[src/rtl/kyber_pkg.sv]
// Shared Kyber constants and the tag record carried alongside each
// K-RED operation so its result can be routed back to the issuer.
package kyber_pkg;

    localparam int KYBER_Q       = 3329;
    localparam int K2RED_CW      = 24;   // operand width
    localparam int K2RED_RW      = 12;   // result width
    localparam int K2RED_K2      = 169;  // k^2 with k = 13, q = 13*2^8 + 1
    localparam int K2RED_KLAT    = 2;    // pipeline depth of k2red
    localparam int K2RED_IDW_MAX = 3;    // wide enough for up to 8 requesters

    // One tag-pipeline stage: valid bit plus the issuing requester index.
    typedef struct packed {
        logic                     vld;
        logic [K2RED_IDW_MAX-1:0] id;
    } tag_t;

endpackage

[src/rtl/k2red.sv]
// K-RED reduction, two pipeline stages: cred = (K2RED_K2 * c) mod KYBER_Q.
// Uses q = 13*2^8 + 1, so 13*2^8 == -1 (mod q) and one K-RED step maps
// x = xh*2^8 + xl to 13*xl - xh == 13*x. Two steps give 169*c.
module k2red
    import kyber_pkg::*;
(
    input  logic                clk,
    input  logic                rst,   // asynchronous, active-high
    input  logic [K2RED_CW-1:0] c,
    output logic [K2RED_RW-1:0] cred
);

    // Stage 1 result: 13*c_l - c_h, range [-65535, 3315], 19-bit two's complement.
    logic [18:0]         w_t;
    logic [18:0]         r_t;
    // Stage 2 intermediates: 13*t_l - t_h, range [-12, 3571], 14-bit two's complement.
    logic [13:0]         w_t_h_ext;
    logic [13:0]         w_u;
    logic [13:0]         w_fix;
    logic [K2RED_RW-1:0] r_cred;

    // First K-RED step on the raw 24-bit operand.
    always_comb begin
        w_t = 19'd13 * {11'd0, c[7:0]} - {3'd0, c[23:8]};
    end

    // Stage 1 register.
    always_ff @(posedge clk or posedge rst) begin
        if (rst) begin
            r_t <= '0;
        end else begin
            r_t <= w_t;
        end
    end

    // Second K-RED step with arithmetic split of the signed intermediate,
    // then a single conditional add/subtract of q lands in [0, q-1].
    always_comb begin
        w_t_h_ext = {{3{r_t[18]}}, r_t[18:8]};
        w_u       = 14'd13 * {6'd0, r_t[7:0]} - w_t_h_ext;
        if (w_u[13]) begin
            w_fix = w_u + 14'(KYBER_Q);
        end else if (w_u >= 14'(KYBER_Q)) begin
            w_fix = w_u - 14'(KYBER_Q);
        end else begin
            w_fix = w_u;
        end
    end

    // Stage 2 register drives the result.
    always_ff @(posedge clk or posedge rst) begin
        if (rst) begin
            r_cred <= '0;
        end else begin
            r_cred <= K2RED_RW'(w_fix);
        end
    end

    assign cred = r_cred;

endmodule

[src/rtl/k2red_arb.sv]
// Round-robin arbiter sharing one k2red pipeline among NREQ requesters.
// A tag pipeline of 1+KLAT stages follows each operand so the result is
// returned, in accept order, with a one-hot valid to its issuer.
//
// Handshake: a transfer happens on a cycle where req_vld[i] & req_rdy[i];
// req_rdy is combinational from req_vld and the pointer and is at most
// one-hot. Requesters hold req_vld/req_c stable until accepted. Results
// have no backpressure: res_vld is a single-cycle pulse that must be taken.
module k2red_arb
    import kyber_pkg::*;
#(
    parameter  int NREQ = 4,
    parameter  int KLAT = K2RED_KLAT,   // must equal the k2red depth
    localparam int IDW  = $clog2(NREQ),
    localparam int CNTW = $clog2(KLAT + 2)
)(
    input  logic                     clk,
    input  logic                     rst,       // asynchronous, active-low
    input  logic [NREQ-1:0]          req_vld,
    input  logic [NREQ*K2RED_CW-1:0] req_c,
    output logic [NREQ-1:0]          req_rdy,
    output logic [NREQ-1:0]          res_vld,
    output logic [K2RED_RW-1:0]      res_cred,
    output logic [CNTW-1:0]          inflight,
    output logic                     idle
);

    logic [IDW-1:0]      r_ptr;
    logic [IDW:0]        w_pick;
    logic                w_accept;
    logic [IDW-1:0]      w_gid;
    logic [IDW-1:0]      w_ptr_nxt;
    logic [K2RED_CW-1:0] w_sel_c;
    logic [K2RED_CW-1:0] r_op_q;
    tag_t                w_tag_in;
    tag_t                r_tag [KLAT+1];
    logic                w_ret;
    logic [K2RED_RW-1:0] w_cred;
    logic [CNTW-1:0]     r_inflight;
    logic                w_k2red_rst;

    // Returns {found, index} of the first valid requester scanning ptr,
    // ptr+1, ... modulo NREQ. The scan runs backwards so the smallest
    // offset from ptr is the one left in the result.
    function automatic logic [IDW:0] rr_pick(input logic [NREQ-1:0] vld,
                                             input logic [IDW-1:0]  ptr);
        logic [IDW:0] res;
        int           idx;
        res = '0;
        for (int k = NREQ - 1; k >= 0; k--) begin
            idx = (int'(ptr) + k) % NREQ;
            if (vld[idx]) begin
                res = {1'b1, IDW'(idx)};
            end
        end
        return res;
    endfunction

    // Grant selection, operand mux, next pointer and new tag.
    always_comb begin
        w_pick   = rr_pick(req_vld, r_ptr);
        w_accept = w_pick[IDW];
        w_gid    = w_pick[IDW-1:0];
        req_rdy  = '0;
        if (w_accept) begin
            req_rdy[w_gid] = 1'b1;
        end
        w_sel_c      = req_c[w_gid*K2RED_CW +: K2RED_CW];
        w_ptr_nxt    = (w_gid == IDW'(NREQ - 1)) ? '0 : w_gid + 1'b1;
        w_tag_in.vld = w_accept;
        w_tag_in.id  = K2RED_IDW_MAX'(w_gid);
    end

    // Round-robin pointer: moves past the granted requester, holds otherwise.
    always_ff @(posedge clk or negedge rst) begin
        if (!rst) begin
            r_ptr <= '0;
        end else if (w_accept) begin
            r_ptr <= w_ptr_nxt;
        end
    end

    // Input operand register feeding k2red.
    always_ff @(posedge clk or negedge rst) begin
        if (!rst) begin
            r_op_q <= '0;
        end else if (w_accept) begin
            r_op_q <= w_sel_c;
        end
    end

    // Tag pipeline shifts every cycle; stage 0 is aligned with r_op_q and
    // stage KLAT with k2red's cred. Stale pipeline data never carries a tag.
    always_ff @(posedge clk or negedge rst) begin
        if (!rst) begin
            for (int i = 0; i <= KLAT; i++) begin
                r_tag[i] <= '0;
            end
        end else begin
            r_tag[0] <= w_tag_in;
            for (int i = 1; i <= KLAT; i++) begin
                r_tag[i] <= r_tag[i-1];
            end
        end
    end

    // Result valid decoded from the last tag stage only.
    always_comb begin
        w_ret   = r_tag[KLAT].vld;
        res_vld = '0;
        for (int i = 0; i < NREQ; i++) begin
            res_vld[i] = r_tag[KLAT].vld && (r_tag[KLAT].id == K2RED_IDW_MAX'(i));
        end
    end

    // Operations accepted but not yet returned; the return cycle still counts.
    always_ff @(posedge clk or negedge rst) begin
        if (!rst) begin
            r_inflight <= '0;
        end else begin
            unique case ({w_accept, w_ret})
                2'b10:   r_inflight <= r_inflight + CNTW'(1);
                2'b01:   r_inflight <= r_inflight - CNTW'(1);
                default: r_inflight <= r_inflight;
            endcase
        end
    end

    assign w_k2red_rst = ~rst;

    k2red u_k2red (
        .clk  (clk),
        .rst  (w_k2red_rst),
        .c    (r_op_q),
        .cred (w_cred)
    );

    assign res_cred = w_cred;
    assign inflight = r_inflight;
    assign idle     = (r_inflight == '0) && (req_vld == '0);

endmodule

[config.mk]
export PLATFORM = sky130hd
export DESIGN_NAME = k2red_arb
export DESIGN_NICKNAME = d
export VERILOG_FILES = /design/src/rtl/kyber_pkg.sv /design/src/rtl/k2red.sv /design/src/rtl/k2red_arb.sv
export SDC_FILE = /design/constraint.sdc
export NUM_CORES = 1
export LEC_CHECK = 0
export ABC_AREA = 1
export BUFFER_PORTS_ARGS = -buffer_cell sky130_fd_sc_hd__clkbuf_2
export CORE_ASPECT_RATIO = 0.5
export CORE_MARGIN = 2
export CORE_UTILIZATION = 50
export CTS_BUF_LIST = sky130_fd_sc_hd__clkbuf_2
export DETAILED_ROUTE_END_ITERATION = 10
export GPL_TIMING_DRIVEN = 0
export PLACE_DENSITY = 0.78
export SLEW_MARGIN = 20
export SYNTH_ARGS = -nofsm -noshare
export SYNTH_HDL_FRONTEND = slang
export SYNTH_SLANG_ARGS = --single-unit
[constraint.sdc]
create_clock -name clk -period 4.3 [get_ports clk]
set_input_delay 0.86 -clock clk [delete_from_list [all_inputs] [get_ports clk]]
set_output_delay 0.86 -clock clk [all_outputs]
set_load 0.01 [all_outputs]
==> results by group, run 1 <==
Synth
  • Synth top area share: about 24%
  • Syn Nets: ~1100
  • Seq/Total Area, Yosys: roughly 24%
  • Post-Synthesis Cells: 929
  • Dominant synthesized flop cell: dfrtp_1
  • Post-synth EDFFs: 0
  • Netlist cell types: 40
  • Yosys reg bits: 66
  • Yosys warning count: 0
  • Synth area leader: dfrtp_1
  • FFs w/ async S/R, synth: 100%
  • Avg Inst Size Synth: between 7 and 8 um^2
  • Post-synthesis cell area: about 6800 um^2
  • Synth top area cells: dfrtp_1 (24%), nand2_1 (15%), ha_1 (14%)

GRT
  • Vias in the first global route: 5772
  • Total GRT Usage: between 20% and 30%
  • Grt met1 use: 26.4%
  • GR Util met3: under 10%
  • Initial antenna violation count: 1
  • First-pass GRT wire length: ~25000 um
  • Global routing's busiest layer: met2
  • Largest net degree at the start of global routing: 55
  • Met2 global-route usage: a little under two fifths
  • GR Overflow Total: 0

Setup path
  • Largest stage delay, worst path: ~520 ps
  • CP max stage cell: fa_1
  • Crit-path max FO: 5
  • Critical path class: reg -> reg
  • Crit path buf inv count: 4
  • Req. time, crit path: around 4700 ps
  • CP Cell Sequence: buf_4 > ha_1 > fa_1 > ha_4 > nand2_1 > o21ai_2 > a21oi_2 > o21ai_2 > a21oi_1 > o21bai_1 > xnor2_1 > inv_1 > ha_4 > inv_1 > nor3_2 > a21oi_2 > nand4_1 > o21ai_4 > buf_6 > nand3_1 > nand3_2 > nand2_1
  • R2R depth: 22
  • Reg2Reg Capture Point: u_k2red.cred[1]
  • Startpoint Class: flip-flop
  • Crit path max-delay family: adder cells
  • Reg2reg start: u_k2red.r_t[3]
  • Reg-to-reg setup timing slack: ~120 ps
  • Critical Path AT: around 4600 ps
  • Setup crit end kind: flip-flop

Drt
  • Starting DRT DRC Count: ~330
  • Post-DR wirelength/cell: 12.0 um
  • Drt total wl: 15100 um
  • Vias per std cell: approximately 5
  • DRT Pass-1 Iters: 5
  • Via count: ~6000
  • Antenna Nets Post-Route: 0
  • Residual DRC count: 0

Die
  • Die Wd: approximately 170 um
  • Starting density of the core: between 50% and 60%
  • Total die area: around 15000 um^2
  • Core area: between 10000 and 15000 um^2
  • Rows: 30
  • I/O Pins: between 100 and 150
  • Die Ht: ~87 um

Place
  • Pre-CTS setup slack: -425 ps
  • Number of I/O port buffers: about 120
  • Cells after DPL: about 1200
  • HPWL after detailed placement: approximately 12000 um
  • GP Congestion: between 0.8 and 0.9

Finish
  • Synthesis-to-layout area growth: 20.1%
  • Layout cells sized above 1: 27.2%
  • Number of nets in the layout: between 1000 and 1500
  • Final Core Density: about three fifths
  • Fillers: approximately 1200
  • Non-Filler Instances: 1262

Job
  • Max cap viols: 0

STA
  • Final Critical Period: around 4200 ps
  • Slew Viols, Final: 0
  • Final WS setup: roughly 120 ps
  • Fin Setup TNS: 0 ps
  • Fin crit share: a little over nine tenths
  • Least-Margin Pin Slew: slightly above 500 ps
  • Peak Freq: around 0.24 GHz
  • Final setup violation count: 0
  • RSZ-0062 raised after global routing: true
  • Hold Fails Final Rpt: 0
  • Rel. slew slack: about two thirds
  • Skew final: around 25 ps

Clocking
  • CTS tree: done
  • Clock Latency Late Sink: a little over 500 ps
  • CTS H-Tree Depth: 3
  • Num CTS Buffers: 9
  • Clk pin slew, worst setup/hold paths: about 200 ps
  • Clock Sinks: 66
  • Root Buffer: clkbuf_2
  • Max clock buf depth: 2

Worst hold path
  • Hold Path Class: in -> async

Outcome
  • Status: finished clean
## layout by cell type (no fill, tap or decap), types with 18 or more instances in the layout
master	instances
nand2_1	267
inv_1	186
clkbuf_2	132
ha_1	66
dfrtp_1	65
nand3_1	39
o211ai_1	31
nor2_1	25
xor2_1	22
a21oi_1	19
nand3_2	19
o211ai_2	18
fa_1	18
## sequential cells by signal, summed over array words and instances (netlist names)
signal / cells
inflight: 2
r_op_q: 24
w_ret: 1
u_k2red.cred: 12
r_ptr: 2
r_tag: 8
u_k2red.r_t: 17
## cells in the mapped netlist, types with 2 or more instances
master    instances
o211ai_1         31
nor2_4            3
buf_2            12
dfrtp_1          66
nor2_2            5
fa_1             19
clkbuf_1          4
a21oi_1          30
nand3_2          15
nand2_1         274
nand3b_1          3
nand3_1          43
xnor2_1          11
xor2_1           22
nand2_2          11
buf_4             2
o21bai_1          3
nand2_4          12
nor2_1           25
nor3_1            8
buf_6             4
ha_1             74
inv_2             8
o21ai_1           5
xor2_2            2
o21ai_2           2
inv_1           189
nand4_1           5
o211ai_2         18
o21ai_0          13
## metrics by stage
stage | instance area (um^2) | hold slack (ps)
4_1_cts | 7990 | 156
2_1_floorplan | 6840 | 331
6_report | 8220 | 194
3_5_place_dp | 7710 | 335
5_1_grt | 8220 | 155
3_3_place_gp | 7680 | 332
## per-layer routing
metal	share of wire [%]	wire length, um
met1	46	6990
met3	3.7	566
met4	0.85	128
met5	0	0
met2	49	7440
## what timing repair did
| action | CTS | global route |
|---|---|---|
| setup endpoints to repair | 12 | 12 |
| pin swaps | 7 | 19 |
| gates cloned | 1 | 1 |
| resized for setup | 16 | 41 |
| buffers inserted | 8 | 6 |
| hold buffers | 0 | 0 |
## kinds of logic (layout without fill, tap and decap cells)
logic type	count (synthesis)	in the layout	share of synthesized area [%]
AO/OA/AOI/OAI	105	105	11.1
XOR/XNOR	35	35	4.70
adder cells (fa/ha/maj)	93	93	19.1
buffers and inverters	222	378	13.2
flip-flops	66	66	24.1
multiplexers	1	1	0.146
other	0	1	0
AND/OR/NAND/NOR	407	407	27.6
## worst register-to-register path, stage by stage (launching register included)
cell and delay, ps:
dfrtp_1 430, buf_4 150, ha_1 300, fa_1 520
ha_4 330, nand2_1 70, o21ai_2 180, a21oi_2 80
o21ai_2 140, a21oi_1 80, o21bai_1 180, xnor2_1 170
inv_1 110, ha_4 230, inv_1 120, nor3_2 70
a21oi_2 200, nand4_1 180, o21ai_4 170, buf_6 180
nand3_1 110, nand3_2 90, nand2_1 50
## how the worst max path moves through the flow
stage | from | endpoint | slack, ps | cells past startpoint
after floorplan | u_k2red.r_t[1] | u_k2red.cred[9] | 90 | 21
after global placement | u_k2red.r_t[1] | u_k2red.cred[10] | -370 | 20
after detailed placement | u_k2red.r_t[1] | u_k2red.cred[2] | -420 | 21
after CTS | u_k2red.r_t[1] | u_k2red.cred[0] | 10 | 20
after global routing | u_k2red.r_t[2] | u_k2red.cred[5] | -130 | 25
final | u_k2red.r_t[3] | u_k2red.cred[1] | 120 | 22
## layout make-up
class	instances	area (um^2)	area share [%]
Multi-Input combinational cell	641	4500	54.8
Antenna cell	1	2.50	0.0305
Buffer	24	165	2.01
Inverter	198	744	9.06
Clock inverter	7	92.6	1.13
Sequential cell	66	1650	20.1
Tap cell	176	220	2.68
Clock buffer	9	45.0	0.548
Timing Repair Buffer	140	791	9.62
Power of run 1 is not shown: default switching activity piles up to over one toggle a cycle in this logic, so the estimate is an artifact.
==> run 2, diff against run 1 <==
- BUFFER_PORTS_ARGS: -buffer_cell sky130_fd_sc_hd__clkbuf_2 -> not set
- DONT_BUFFER_PORTS: not set -> 1
- PLACE_DENSITY: 0.78 -> 0.7
==> run 2 against run 1 <==
Net effect: final area shrank 8.2%; sequential share of layout area grew 1.8 points; hold slack lost 40 ps; non-clock buffer count shrank 126; register-to-register slack is essentially flat; fmax is essentially flat; flip-flop and latch count is the same; largest cell class unchanged.
==> results by group, run 2 (same netlist as run 1, synthesis figures left out) <==
Setup path
  • Startpoint Class: flip-flop
  • Critical Path AT: 4620 ps
  • Req. time, crit path: roughly 4700 ps
  • Largest stage delay, worst path: 490 ps
  • WP depth: 24
  • Setup crit end kind: flip-flop
  • CP max stage cell: fa_1
  • Crit path max-delay family: adder cells
  • Crit-path max FO: 5
  • Crit path buf inv count: 4
  • CP most frequent cell: nand2_1
  • R2R depth: 24
  • Critical path class: reg -> reg
  • CP Cell Sequence: ha_1 > inv_1 > fa_1 > inv_1 > ha_4 > nand3_1 > nand2_2 > a21oi_2 > o21bai_1 > nand2_1 > nand2_1 > a21oi_2 > xor2_1 > ha_1 > inv_2 > o21bai_1 > a21oi_1 > o21a_1 > nand2_1 > nand2_2 > o21ai_4 > nand2_4 > clkbuf_16 > xor2_2

Drt
  • Post-DR wirelength/cell: roughly 13 um
  • Via count: around 5700
  • Residual DRC count: 0
  • Antenna Nets Post-Route: 0
  • Drt total wl: between 10000 and 15000 um
  • Starting DRT DRC Count: ~250
  • DRT Pass-1 Iters: 4
  • Vias per std cell: just over 5

Place
  • GP Congestion: 0.855
  • Number of I/O port buffers: 0
  • HPWL after detailed placement: around 11000 um
  • Pre-CTS setup slack: -445 ps

Finish
  • Fillers: 1253
  • Number of nets in the layout: about 1100
  • Commonest non-fill, non-tap cell in the layout: nand2_1
  • Max reg flops: 24
  • Commonest cells after routing, fill and taps aside: nand2_1 (265), inv_1 (187), ha_1 (65), dfrtp_1 (65), nand3_1 (42)
  • Layout cells sized above 1: approximately 17%
  • Synthesis-to-layout area growth: 10.3%
  • Reg with most FFs: r_op_q

STA
  • Final WS setup: around 120 ps
  • Hold Fails Final Rpt: 0
  • Rel. slew slack: 69.2%
  • Fin Setup TNS: 0 ps
  • Fin crit share: between 90% and 100%
  • RSZ-0062 raised after global routing: true
  • Fin Hold WS: ~150 ps
  • Skew final: ~47 ps
  • Peak Freq: between 0.2 and 0.25 GHz
  • Slew Viols, Final: 0
  • Final setup violation count: 0
  • Least-Margin Pin Slew: 462 ps
  • Final Critical Period: ~4200 ps

Clocking
  • CTS tree: done
  • Clock Sinks: 66
  • Num CTS Buffers: 9
  • Clk pin slew, worst setup/hold paths: 240 ps
  • Root Buffer: clkbuf_2
  • CTS H-Tree Depth: 3
  • Clock Latency Late Sink: ~550 ps
  • Max clock buf depth: 2

Job
  • Max cap viols: 0

GRT
  • Initial antenna violation count: 1
  • Largest net degree at the start of global routing: 67
  • First-pass GRT wire length: roughly 25000 um
  • Total GRT Usage: between 20% and 30%
  • Vias in the first global route: around 5600
  • GR Overflow Total: 0

Die
  • Rows: 30
  • I/O Pins: between 100 and 150
  • Starting density of the core: about half
  • Die Ht: between 80 and 90 um
  • Core area: ~13000 um^2
  • Die Wd: around 170 um
  • Total die area: around 15000 um^2

Outcome
  • Status: finished clean

Worst hold path
  • Hold Path Class: in -> async
## run 2: through the flow
stage,instance area (um^2),cells,utilization (%)
3_5_place_dp,7060,1105,52.5
4_1_cts,7320,1130,54.5
5_1_grt,7540,1136,56.1
2_1_floorplan,6840,929,-
6_report,7540,1136,56.1
3_3_place_gp,7060,1105,52.5
## run 2: layout make-up
cell class | count | area [um^2] | area share [%]
Multi-Input combinational cell | 641 | 4480 | 59.4
Sequential cell | 66 | 1650 | 21.9
Inverter | 198 | 744 | 9.87
Tap cell | 176 | 220 | 2.92
Buffer | 24 | 165 | 2.19
Timing Repair Buffer | 14 | 150 | 1.99
Clock inverter | 7 | 77.6 | 1.03
Clock buffer | 9 | 45.0 | 0.597
Antenna cell | 1 | 2.50 | 0.0332
## run 2: final timing paths
kind / to / startpoint / slack, ps
worst max register to register: u_k2red.cred[0] / u_k2red.r_t[2] / 120
min in group clk: r_tag[7] / r_tag[11] / 360
max in group asynchronous: u_k2red.r_t[1] / rst / 3840
worst min-delay path: r_op_q[18] / rst / 150
worst max-delay path: u_k2red.cred[0] / u_k2red.r_t[2] / 120
worst min register to register: r_tag[7] / r_tag[11] / 360
## run 2: worst reg2reg max path, delay by kind of cell (launching register included)
family / cells / cell delay, ps
AO/OA/AOI/OAI: 7 / 980
XOR/XNOR: 2 / 300
adder cells (fa/ha/maj): 4 / 1420
buffers and inverters: 4 / 350
flip-flops: 1 / 470
AND/OR/NAND/NOR: 7 / 620
## run 2: repair_timing
item | CTS | global route
hold buffers | 1 | 0
setup buffers | 7 | 4
resized for setup | 16 | 31
pin swaps | 6 | 31
cloned | 1 | 1
hold endpoints to repair | 66 | 0
setup endpoints to repair | 12 | 12
## run 2: per-layer routing
metal	up-vias	track usage [%]	routed length, um
met1	2631	26.1	6870
met2	129	36.8	6870
met3	10	4.43	579
met4	0	4.04	83
li1	2945	-	-
met5	-	0	0
Power of run 2 is left out for the same reason.
